===== config.mk =====
export PLATFORM = sky130hd
export DESIGN_NAME = ras_shadow_stack_flat
export DESIGN_NICKNAME = d
export VERILOG_FILES = /design/src/rtl/ras_shadow_stack_if.sv /design/src/rtl/ras_shadow_stack.sv /design/src/flat_wrapper.sv
export SDC_FILE = /design/constraint.sdc
export NUM_CORES = 1
export LEC_CHECK = 0
export CAP_MARGIN = 20
export CORE_MARGIN = 5
export CORE_UTILIZATION = 50
export DETAILED_ROUTE_END_ITERATION = 10
export PLACE_DENSITY_LB_ADDON = 0.25
export SYNTH_ARGS = -nofsm -noshare
export SYNTH_HDL_FRONTEND = slang
export SYNTH_SLANG_ARGS = --single-unit
export TNS_END_PERCENT = 1

===== constraint.sdc =====
create_clock -name clk -period 10.39 [get_ports clk]
set_input_delay 1.5585 -clock clk [delete_from_list [all_inputs] [get_ports clk]]
set_output_delay 1.5585 -clock clk [all_outputs]
set_load 0.02 [all_outputs]

===== src/rtl/ras_shadow_stack_if.sv =====
// Bundle of IF/ID observation inputs and shadow-stack status outputs for ras_shadow_stack.
// The master side is the core/debugger; the slave side is the shadow stack itself.
interface ras_shadow_stack_if #(
   parameter int PTR_W = 4
);
   logic             ins_valid;
   logic [31:0]      ins;
   logic [31:0]      IF_ID_pres_addr;
   logic [31:0]      IF_ID_dout_rs1;
   logic             fault_clr;
   logic             RAS_rdy;
   logic             violation;
   logic [31:0]      fault_addr;
   logic [PTR_W:0]   depth_cnt;
   logic             overflow;
   logic             underflow;

   modport master (
      output ins_valid, ins, IF_ID_pres_addr, IF_ID_dout_rs1, fault_clr,
      input  RAS_rdy, violation, fault_addr, depth_cnt, overflow, underflow
   );

   modport slave (
      input  ins_valid, ins, IF_ID_pres_addr, IF_ID_dout_rs1, fault_clr,
      output RAS_rdy, violation, fault_addr, depth_cnt, overflow, underflow
   );
endinterface


===== src/rtl/ras_shadow_stack.sv =====
// Return-address shadow stack: pushes link addresses on calls, checks returns against the
// saved address, and stalls fetch (RAS_rdy=0) during the check and after a mismatch.
module ras_shadow_stack #(
   parameter int DEPTH = 16,
   parameter int PTR_W = $clog2(DEPTH)
) (
   input  logic              clk,
   input  logic              Rst,
   ras_shadow_stack_if.slave bus
);

   localparam logic [1:0] S_IDLE  = 2'd0;
   localparam logic [1:0] S_CHECK = 2'd1;
   localparam logic [1:0] S_FAULT = 2'd2;

   localparam logic [6:0] OP_JAL  = 7'b1101111;
   localparam logic [6:0] OP_JALR = 7'b1100111;

   localparam logic [PTR_W:0]   CNT_FULL = (PTR_W + 1)'(DEPTH);
   localparam logic [PTR_W:0]   CNT_ONE  = (PTR_W + 1)'(1);
   localparam logic [PTR_W-1:0] PTR_ONE  = PTR_W'(1);

   function automatic logic link_reg(input logic [4:0] r);
      return (r == 5'd1) || (r == 5'd5);
   endfunction

   // JALR target: base plus sign-extended I-immediate, bit 0 forced to zero.
   function automatic logic [31:0] ret_target(input logic signed [31:0] base,
                                              input logic [31:0]        insn);
      logic signed [31:0] imm;
      logic signed [31:0] sum;
      imm = {{20{insn[31]}}, insn[31:20]};
      sum = base + imm;
      return sum & ~32'h1;
   endfunction

   logic [1:0]       state;
   logic [31:0]      stack_mem [DEPTH];
   logic [PTR_W-1:0] top;
   logic [PTR_W:0]   cnt;
   logic             violation_r;
   logic             overflow_r;
   logic             underflow_r;
   logic [31:0]      fault_addr_r;

   logic [31:0]      tgt_p1;
   logic [31:0]      pop_val_p1;
   logic [31:0]      ret_pc_p1;

   logic [6:0]       opcode;
   logic [4:0]       rd;
   logic [4:0]       rs1;
   logic             is_jal;
   logic             is_jalr;
   logic             do_push;
   logic             do_pop;
   logic             accept;
   logic             empty;
   logic             full;
   logic             pop_ok;
   logic [PTR_W-1:0] top_m1;
   logic [31:0]      push_val;
   logic [31:0]      ret_tgt;
   logic             wr_en;
   logic [PTR_W-1:0] wr_idx;
   logic             unused_funct3;

   assign opcode   = bus.ins[6:0];
   assign rd       = bus.ins[11:7];
   assign rs1      = bus.ins[19:15];
   assign is_jal   = (opcode == OP_JAL);
   assign is_jalr  = (opcode == OP_JALR);
   assign unused_funct3 = ^bus.ins[14:12];

   assign do_push  = (is_jal || is_jalr) && link_reg(rd);
   assign do_pop   = is_jalr && link_reg(rs1) && !(link_reg(rd) && (rd == rs1));

   assign accept   = bus.ins_valid && (state == S_IDLE);
   assign empty    = (cnt == '0);
   assign full     = (cnt == CNT_FULL);
   assign pop_ok   = accept && do_pop && !empty;
   assign top_m1   = top - PTR_ONE;
   assign push_val = bus.IF_ID_pres_addr + 32'd4;
   assign ret_tgt  = ret_target(bus.IF_ID_dout_rs1, bus.ins);

   // Pop+push reuses the slot just vacated, so the pointer does not move.
   always_comb begin
      wr_en  = 1'b0;
      wr_idx = top;
      if (accept && do_push) begin
         wr_en  = 1'b1;
         wr_idx = pop_ok ? top_m1 : top;
      end
   end

   // ---- stage p0 -> p1: stack write and capture of the return under check ----
   always_ff @(posedge clk) begin
      if (wr_en) begin
         stack_mem[wr_idx] <= push_val;
      end
      if (pop_ok) begin
         tgt_p1     <= ret_tgt;
         pop_val_p1 <= stack_mem[top_m1];
         ret_pc_p1  <= bus.IF_ID_pres_addr;
      end
   end

   always_ff @(posedge clk) begin
      if (!Rst) begin
         state        <= S_IDLE;
         top          <= '0;
         cnt          <= '0;
         violation_r  <= 1'b0;
         overflow_r   <= 1'b0;
         underflow_r  <= 1'b0;
         fault_addr_r <= '0;
      end else begin
         case (state)
            S_IDLE: begin
               if (bus.fault_clr) begin
                  overflow_r  <= 1'b0;
                  underflow_r <= 1'b0;
               end
               if (accept) begin
                  if (do_pop && empty) begin
                     underflow_r <= 1'b1;
                  end
                  if (pop_ok) begin
                     state <= S_CHECK;
                     if (!do_push) begin
                        top <= top_m1;
                        cnt <= cnt - CNT_ONE;
                     end
                  end else if (do_push) begin
                     top <= top + PTR_ONE;
                     // Full: the write above lands on the oldest slot.
                     if (full) begin
                        overflow_r <= 1'b1;
                     end else begin
                        cnt <= cnt + CNT_ONE;
                     end
                  end
               end
            end
            S_CHECK: begin
               if (bus.fault_clr) begin
                  overflow_r  <= 1'b0;
                  underflow_r <= 1'b0;
               end
               if (tgt_p1 == pop_val_p1) begin
                  state <= S_IDLE;
               end else begin
                  state        <= S_FAULT;
                  violation_r  <= 1'b1;
                  fault_addr_r <= ret_pc_p1;
               end
            end
            S_FAULT: begin
               if (bus.fault_clr) begin
                  state       <= S_IDLE;
                  violation_r <= 1'b0;
                  cnt         <= '0;
               end
            end
            default: state <= S_IDLE;
         endcase
      end
   end

   assign bus.RAS_rdy    = (state == S_IDLE);
   assign bus.violation  = violation_r;
   assign bus.fault_addr = fault_addr_r;
   assign bus.depth_cnt  = cnt;
   assign bus.overflow   = overflow_r;
   assign bus.underflow  = underflow_r;

endmodule


===== src/flat_wrapper.sv =====
// flat-port wrapper written by rule: the top's interface ports become plain ports
module ras_shadow_stack_flat 
#(
   parameter int DEPTH = 16,
   parameter int PTR_W = $clog2(DEPTH)
)
  (clk, Rst, bus_ins_valid, bus_ins, bus_IF_ID_pres_addr, bus_IF_ID_dout_rs1, bus_fault_clr, bus_RAS_rdy, bus_violation, bus_fault_addr, bus_depth_cnt, bus_overflow, bus_underflow);
  ras_shadow_stack_if #(.PTR_W(PTR_W)) bus_i ();
  input  logic clk;
  input  logic Rst;
  input wire logic [$bits(bus_i.ins_valid)-1:0] bus_ins_valid;
  input wire logic [$bits(bus_i.ins)-1:0] bus_ins;
  input wire logic [$bits(bus_i.IF_ID_pres_addr)-1:0] bus_IF_ID_pres_addr;
  input wire logic [$bits(bus_i.IF_ID_dout_rs1)-1:0] bus_IF_ID_dout_rs1;
  input wire logic [$bits(bus_i.fault_clr)-1:0] bus_fault_clr;
  output wire logic [$bits(bus_i.RAS_rdy)-1:0] bus_RAS_rdy;
  output wire logic [$bits(bus_i.violation)-1:0] bus_violation;
  output wire logic [$bits(bus_i.fault_addr)-1:0] bus_fault_addr;
  output wire logic [$bits(bus_i.depth_cnt)-1:0] bus_depth_cnt;
  output wire logic [$bits(bus_i.overflow)-1:0] bus_overflow;
  output wire logic [$bits(bus_i.underflow)-1:0] bus_underflow;
  assign bus_i.ins_valid = bus_ins_valid;
  assign bus_i.ins = bus_ins;
  assign bus_i.IF_ID_pres_addr = bus_IF_ID_pres_addr;
  assign bus_i.IF_ID_dout_rs1 = bus_IF_ID_dout_rs1;
  assign bus_i.fault_clr = bus_fault_clr;
  assign bus_RAS_rdy = bus_i.RAS_rdy;
  assign bus_violation = bus_i.violation;
  assign bus_fault_addr = bus_i.fault_addr;
  assign bus_depth_cnt = bus_i.depth_cnt;
  assign bus_overflow = bus_i.overflow;
  assign bus_underflow = bus_i.underflow;
  ras_shadow_stack #(.DEPTH(DEPTH), .PTR_W(PTR_W)) u_core (.clk(clk), .Rst(Rst), .bus(bus_i));
endmodule

# Yosys cells after proc, flatten, opt, wreduce, memory -nomap -nowiden

Memory sizes are Yosys's and may differ from the RTL's. A register that Yosys moved wholly into a read port is not among the register bits.
Cells that the tools add are included.

Memories kept: 1
Bits in read-only memories: 0
Memory bits (writable): 512
Bits in latches: 0
Flip-flop bits (word level): 109
Output and inout port bits: 41
Input port bits: 100

Reductions and logical operators: 25
Divide/modulo/power cells: 0
$add $sub $neg: 6
Equality and inequality tests: 19
$mul: 0
Bitwise operators: 1
$lt $le $gt $ge: 0
Shift operators: 0
Mux-type cells: 33

Memory list:

| name             | words | width | rd ports | clocked after Yosys merged registers in | write ports | RTL line               | RTL |
|---|---|---|---|---|---|---|---|
| u_core.stack_mem | 16    | 32    | 1        | 1                                       | 1           | ras_shadow_stack.sv:38 | `logic [31:0] stack_mem [DEPTH];` |

Operators by type and width:

| operator                | number |
|---|---|
| $add A32 B12 Y32        | 1 |
| $add A32 B3 Y32 const B | 1 |
| $eq A32 B32 Y1          | 1 |
| $mux W5                 | 6 |
| $mux W4                 | 5 |
| $eq A7 B7 Y1 const B    | 2 |
| $mux W1                 | 13 |
| $eq A5 B1 Y1 const B    | 2 |
| $eq A5 B3 Y1 const B    | 2 |
| $pmux W5 S2             | 1 |
| $logic_and A1 B1 Y1     | 9 |
| $mux W2                 | 4 |
| $reduce_bool A2 Y1      | 4 |
| $ne A2 B2 Y1 const B    | 3 |
| $ne A3 B3 Y1 const B    | 2 |
| $pmux W1 S2             | 3 |
| $pmux W2 S3             | 1 |
| $reduce_and A3 Y1       | 2 |
| $reduce_and A6 Y1       | 1 |
| $add A5 B1 Y5 const B   | 1 |
| $eq A5 B5 Y1            | 1 |
| $eq A5 B5 Y1 const B    | 1 |
| $logic_not A5 Y1        | 1 |
| $sub A5 B1 Y5 const B   | 1 |
| 12 further kinds        | 16 |

# Depth between registers and ports, before layout

Word-level depth: 10
Gate-level depth with buffers: 13
Gate-level depth less buffers: 12

# Least setup slack after synthesis

Ideal clock, no wire load.

Path kind: in2reg
Start: in bus_ins[16]
End: mem u_core.stack_mem[2][0], enable pin
Cell stages on the path: 9
Arrival: 5.145 ns
Path buffers: 1
Required time: 9.969 ns
Path slack: 4.824 ns
Cell sequence: or4b_4 nor4_2 and3_1 buf_6 inv_1 ha_1 nor2b_1 nand2_1 nor2_1

Word-level cells in the longest chain between the ends: 8
Elaborated cells between the ends (all ways): 12
Classes of those cells: 3 x eq/ne; 2 x mux; 7 x reduce/logical

Ends and longest elaborated chain:

| element                                                   | RTL line                                       | RTL |
|---|---|---|
| start, declared                                           | flat_wrapper.sv:12                             | `input wire logic [$bits(bus_i.ins)-1:0] bus_ins;` |
| $eq A5 B1 Y1 (tied with other cells)                      | ras_shadow_stack.sv:24                         | `return (r == 5'd1) \|\| (r == 5'd5);` |
| $logic_or A1 B1 Y1 or $logic_and A1 B1 Y1 (tied branches) | ras_shadow_stack.sv:24, ras_shadow_stack.sv:76 |  |
| $logic_and A1 B1 Y1 or $logic_not A1 Y1 (tied branches)   | ras_shadow_stack.sv:76                         | `assign do_pop = is_jalr && link_reg(rs1) && !(link_reg(rd) && (rd == rs1));` |
| $logic_and A1 B1 Y1 *                                     | ras_shadow_stack.sv:76                         |  |
| $logic_and A1 B1 Y1 * (2 in a row)                        | ras_shadow_stack.sv:81                         | `assign pop_ok = accept && do_pop && !empty;` |
| named net u_core.pop_ok                                   | ras_shadow_stack.sv:60                         | `logic pop_ok;` |
| $mux W4 *                                                 | ras_shadow_stack.sv:92                         | `wr_idx = pop_ok ? top_m1 : top;` |
| $mux W4 *                                                 | ras_shadow_stack.sv:90                         | `if (accept && do_push) begin` |
| end, declared                                             | ras_shadow_stack.sv:38                         |  |

Mark *: on every way through the listed nets, which the timed path passes. The rest lies on a longest branch.

# Worst setup path in the final report

Start: in bus_ins[16]
End: mem u_core.stack_mem[14][27], enable pin

Word-level cells in the longest chain between the ends: 8
Elaborated cells between the ends (all ways): 12
Classes of those cells: 3 x eq/ne; 2 x mux; 7 x reduce/logical

Ends and longest elaborated chain:

| element                                                   | RTL line |
|---|---|
| $eq A5 B1 Y1 (tied with other cells)                      | ras_shadow_stack.sv:24 |
| $logic_or A1 B1 Y1 or $logic_and A1 B1 Y1 (tied branches) | ras_shadow_stack.sv:24, ras_shadow_stack.sv:76 |
| $logic_and A1 B1 Y1 or $logic_not A1 Y1 (tied branches)   | ras_shadow_stack.sv:76 |
| $logic_and A1 B1 Y1 *                                     | ras_shadow_stack.sv:76 |
| $logic_and A1 B1 Y1 * (2 in a row)                        | ras_shadow_stack.sv:81 |
| $mux W4 *                                                 | ras_shadow_stack.sv:92 |
| $mux W4 *                                                 | ras_shadow_stack.sv:90 |

Every way passes the cells marked *; elsewhere a longest branch is shown, timed or not.

==> results.sh <==
export IMPL_result_of_the_run="finished, final reports clean"
export IMPL_clk_pin_slew_worst_paths_ns=0.06
export IMPL_cp_slowest_cell="sky130_fd_sc_hd__and3_4"
export IMPL_synthesis_area_sq_mm=0.02664
export IMPL_io_pins=141
export IMPL_vias_in_the_first_global_route=13915
export IMPL_ys_seq_elements=653
export IMPL_cts_tree="built"
export IMPL_track_usage=0.2058
export IMPL_clock_fmax_ghz=0.1793
export IMPL_ys_warn_count=0
export IMPL_synthArstFlopShare=0
export IMPL_drt_vias_per_instance=5.873
export IMPL_initial_utilization=0.5059
export IMPL_pwr_density_cell_mw_per_mm2=176.7
export IMPL_antenna_found_initial=0
export IMPL_final_min_clock_period_ns=5.577
export IMPL_htree_num_levels=3
export IMPL_combPwrFrac=0.037
export IMPL_r2r_slack_ns=5.99
export IMPL_cts_setup_buffers=0
export IMPL_clock_power_share=0.444
export IMPL_reg_to_reg_startpoint="u_core.state[1]"
export IMPL_std_cell_rows=84
export IMPL_synth_top_cell_area_share=0.6842
export IMPL_cts_max_path_bufs=3
export IMPL_cp_endpoint="u_core.stack_mem[14][27]"
export IMPL_layout_worst_path_cycle_share=0.5367
export IMPL_vdd_ir_drop_max_mv=0.1051
export IMPL_post_synth_inst_count=1404
export IMPL_global_route_overflow_total=0
export IMPL_startpoint="bus_ins[16]"
export IMPL_synth_edf_count=607
export IMPL_finClkSkew_ns=0.02960
export IMPL_detail_route_drc_violations=0
export IMPL_grt_pass1_wl_mm=88.44
export IMPL_switchingPower_uw=1102
export IMPL_slew_violations=0
export IMPL_route_vias_total=13732
export IMPL_cpPeakStageDelay_ns=0.85
export IMPL_static_leakage_power_uw=0.01016
export IMPL_internal_power_uw=4449
export IMPL_detailedRoute_firstPassIterationCount=5
export IMPL_area_growth_pct=17.96
export IMPL_crit_path_cell_trace="clkdlybuf4s50_1 -> or4b_4 -> nor4_2 -> and3_4 -> inv_1 -> ha_1 -> nor2b_1 -> nand2_1 -> nor2_4 -> buf_4"
export IMPL_dpl_hpwl_mm=33.41
export IMPL_hold_path_class="reg2reg"
export IMPL_fin_setup_tns_ns=0
export IMPL_fp_dieW_microns=240.8
export IMPL_reg2reg_depth=9
export IMPL_cts_made_buffers=67
export IMPL_die_area_sq_mm=0.05800
export IMPL_chipHeight_microns=240.8
export IMPL_critical_path_reg2reg_endpoint="u_core.stack_mem[14][27]"
export IMPL_worst_slew_pin_transition_ns=1.142
export IMPL_synthDominantAreaCellType="sky130_fd_sc_hd__edfxtp_1"
export IMPL_worst_ep_arrival_time_ns=5.82
export IMPL_sequentialPowerShare=0.518
export IMPL_ys_dominant_reg_cell="sky130_fd_sc_hd__edfxtp_1"
export IMPL_cts_root_buffer="sky130_fd_sc_hd__clkbuf_16"
export IMPL_synth_net_count=1544
export IMPL_cts_hold_repair_buffers=0
export IMPL_portBuffers=137
export IMPL_start_kind="input pin"
export IMPL_n_fill_cell=3695
export IMPL_post_cts_resized_instances=0
export IMPL_fraction_of_final_layout_cells_with_drive_strength_greater_than_1=0.2033
export IMPL_core_area_sq_mm=0.05266
export IMPL_drv_cap=0
export IMPL_post_route_util=0.5968
export IMPL_switching_share=0.1985
export IMPL_list_of_most_frequent_post_synthesis_cells="sky130_fd_sc_hd__edfxtp_1 (607), sky130_fd_sc_hd__mux4_2 (160), sky130_fd_sc_hd__nor2_1 (72)"
export IMPL_post_synth_num_cell_types=59
export IMPL_cell_with_the_most_instances_after_synthesis="sky130_fd_sc_hd__edfxtp_1"
export IMPL_crit_path_end_kind="flop"
export IMPL_timing_hold_violations_final=0
export IMPL_cp_max_fo=57
export IMPL_required_ns=10.63
export IMPL_dr_first_iter_drc_count=1277
export IMPL_design_final_nets=1736
export IMPL_setup_repair_after_global_routing_missed_its_margin="no"
export IMPL_route_final_wire_length_mm=59.25
export IMPL_timing_max_slew_rel_slack=0.2388
export IMPL_worstSkewPairLatency_ns=0.60
export IMPL_clock_sinks=653
export IMPL_drt_antenna_violating_nets=0
export IMPL_setup_violations=0
export IMPL_largest_net_degree_at_the_start_of_global_routing=112
export IMPL_ys_seq_area_frac=0.7188
export IMPL_avgRoutedWirePerCell_microns=25.34
export IMPL_synth_area_per_cell_sq_um=18.97
export IMPL_critical_path_class="in2reg"
export IMPL_post_synth_main_area_contributors="sky130_fd_sc_hd__edfxtp_1 (68%), sky130_fd_sc_hd__mux4_2 (14%), sky130_fd_sc_hd__dfxtp_1 (3.5%), sky130_fd_sc_hd__ha_1 (1.8%), sky130_fd_sc_hd__xor2_1 (1.7%)"
export IMPL_place_gp_congestion=0.8285
[placed cells by master (no fill, tap or decap), drive strengths merged, types with 4 or more instances in the layout]
master / n
clkbuf: 89
dfxtp: 46
a211oi: 7
ha: 38
nand2b: 6
nor3: 15
a21o: 16
bufinv: 8
nand4: 15
and4: 4
xnor2: 45
nor2b: 7
a21oi: 40
mux2i: 32
nor2: 72
clkdlybuf4s50: 137
and3: 8
xor2: 51
clkinv: 17
buf: 39
o21ai: 19
mux4: 160
o211ai: 4
nand2: 50
nor4: 12
nand3: 26
edfxtp: 607
inv: 27
[worst max-delay path, delay by kind of cell]
| family | cells | cell delay [ns] |
|---|---|---|
| adders and majority gates | 1 | 0.40 |
| and+or+nand+nor | 6 | 2.62 |
| buffers and inverters | 3 | 1.19 |
[power groups by stage]
| stage | sequential (uW) | clock [uW] | combinational [uW] |
|---|---|---|---|
| 2_1_floorplan | 2930 | 0 | 110 |
| 3_3_place_gp | 2930 | 0 | 194 |
| 3_5_place_dp | 2930 | 0 | 197 |
| 4_1_cts | 2880 | 2510 | 200 |
| 5_1_grt | 2880 | 2630 | 225 |
| 6_report | 2880 | 2470 | 206 |
[flip-flops by register name, indices dropped and copies added, names as in the netlist]
| signal | count |
|---|---|
| u_core.top | 4 |
| u_core.stack_mem | 512 |
| u_core.tgt_p1 | 31 |
| u_core.bus.fault_addr | 32 |
| u_core.bus.violation | 1 |
| u_core.bus.overflow | 1 |
| u_core.pop_val_p1 | 32 |
| u_core.bus.underflow | 1 |
| u_core.ret_pc_p1 | 32 |
| u_core.bus.depth_cnt | 5 |
| u_core.state | 2 |
[worst min path at each step]
| stage | end | cells past startpoint | startpoint |
|---|---|---|---|
| 6_report | u_core.bus.violation | 2 | u_core.bus.violation |
| 5_1_grt | u_core.bus.violation | 2 | u_core.bus.violation |
| 4_1_cts | u_core.bus.violation | 2 | u_core.bus.violation |
| 3_5_place_dp | u_core.bus.violation | 2 | u_core.bus.violation |
| 3_3_place_gp | u_core.bus.violation | 2 | u_core.bus.violation |
| 2_1_floorplan | u_core.bus.fault_addr[0] | 2 | u_core.ret_pc_p1[0] |
[per-layer routing]
| layer | global-route usage | vias up | wire, microns |
|---|---|---|---|
| li1 | - | 6097 | - |
| met1 | 0.2943 | 7137 | 24730 |
| met2 | 0.3416 | 435 | 29680 |
| met3 | 0.03188 | 63 | 3955 |
| met4 | 0.04804 | 0 | 891 |
| met5 | 0 | - | 0 |
[logic make-up (layout without fill, tap and decap cells)]
kind of cell | Yosys count | in the layout | synth area share
xor gates and xnor gates | 96 | 96 | 0.03156
AOI/OAI and AO/OA | 118 | 118 | 0.02907
DFF | 653 | 653 | 0.7188
muxes | 194 | 194 | 0.1481
buffers and inverters | 75 | 319 | 0.01094
and+or+nand+nor | 228 | 228 | 0.04218
other | 0 | 2 | 0
adders and majority gates | 40 | 40 | 0.01935
[through the flow]
step,instances,power [uW],cell area [sq um],hold slack (ns),setup slack [ns]
4_1_cts,2320,5589,31300,0.4582,4.802
6_report,2338,5551,31430,0.4609,4.813
3_5_place_dp,2199,3131,29020,0.4500,4.194
2_1_floorplan,1404,3044,26640,0.4525,4.824
3_3_place_gp,2199,3128,29020,0.4448,4.271
5_1_grt,2336,5734,31420,0.4785,4.517
[area by class of cell]
type,count,area [sq um],area share
Antenna cell,2,5.005,0.0001593
Clock buffer,89,1884,0.05996
Clock inverter,32,399.1,0.01270
Inverter,22,82.58,0.002628
Multi-Input combinational cell,676,7365,0.2344
Sequential cell,653,19150,0.6095
Tap cell,688,860.8,0.02739
Timing Repair Buffer,176,1677,0.05335
(Power assumes the default switching activity.)
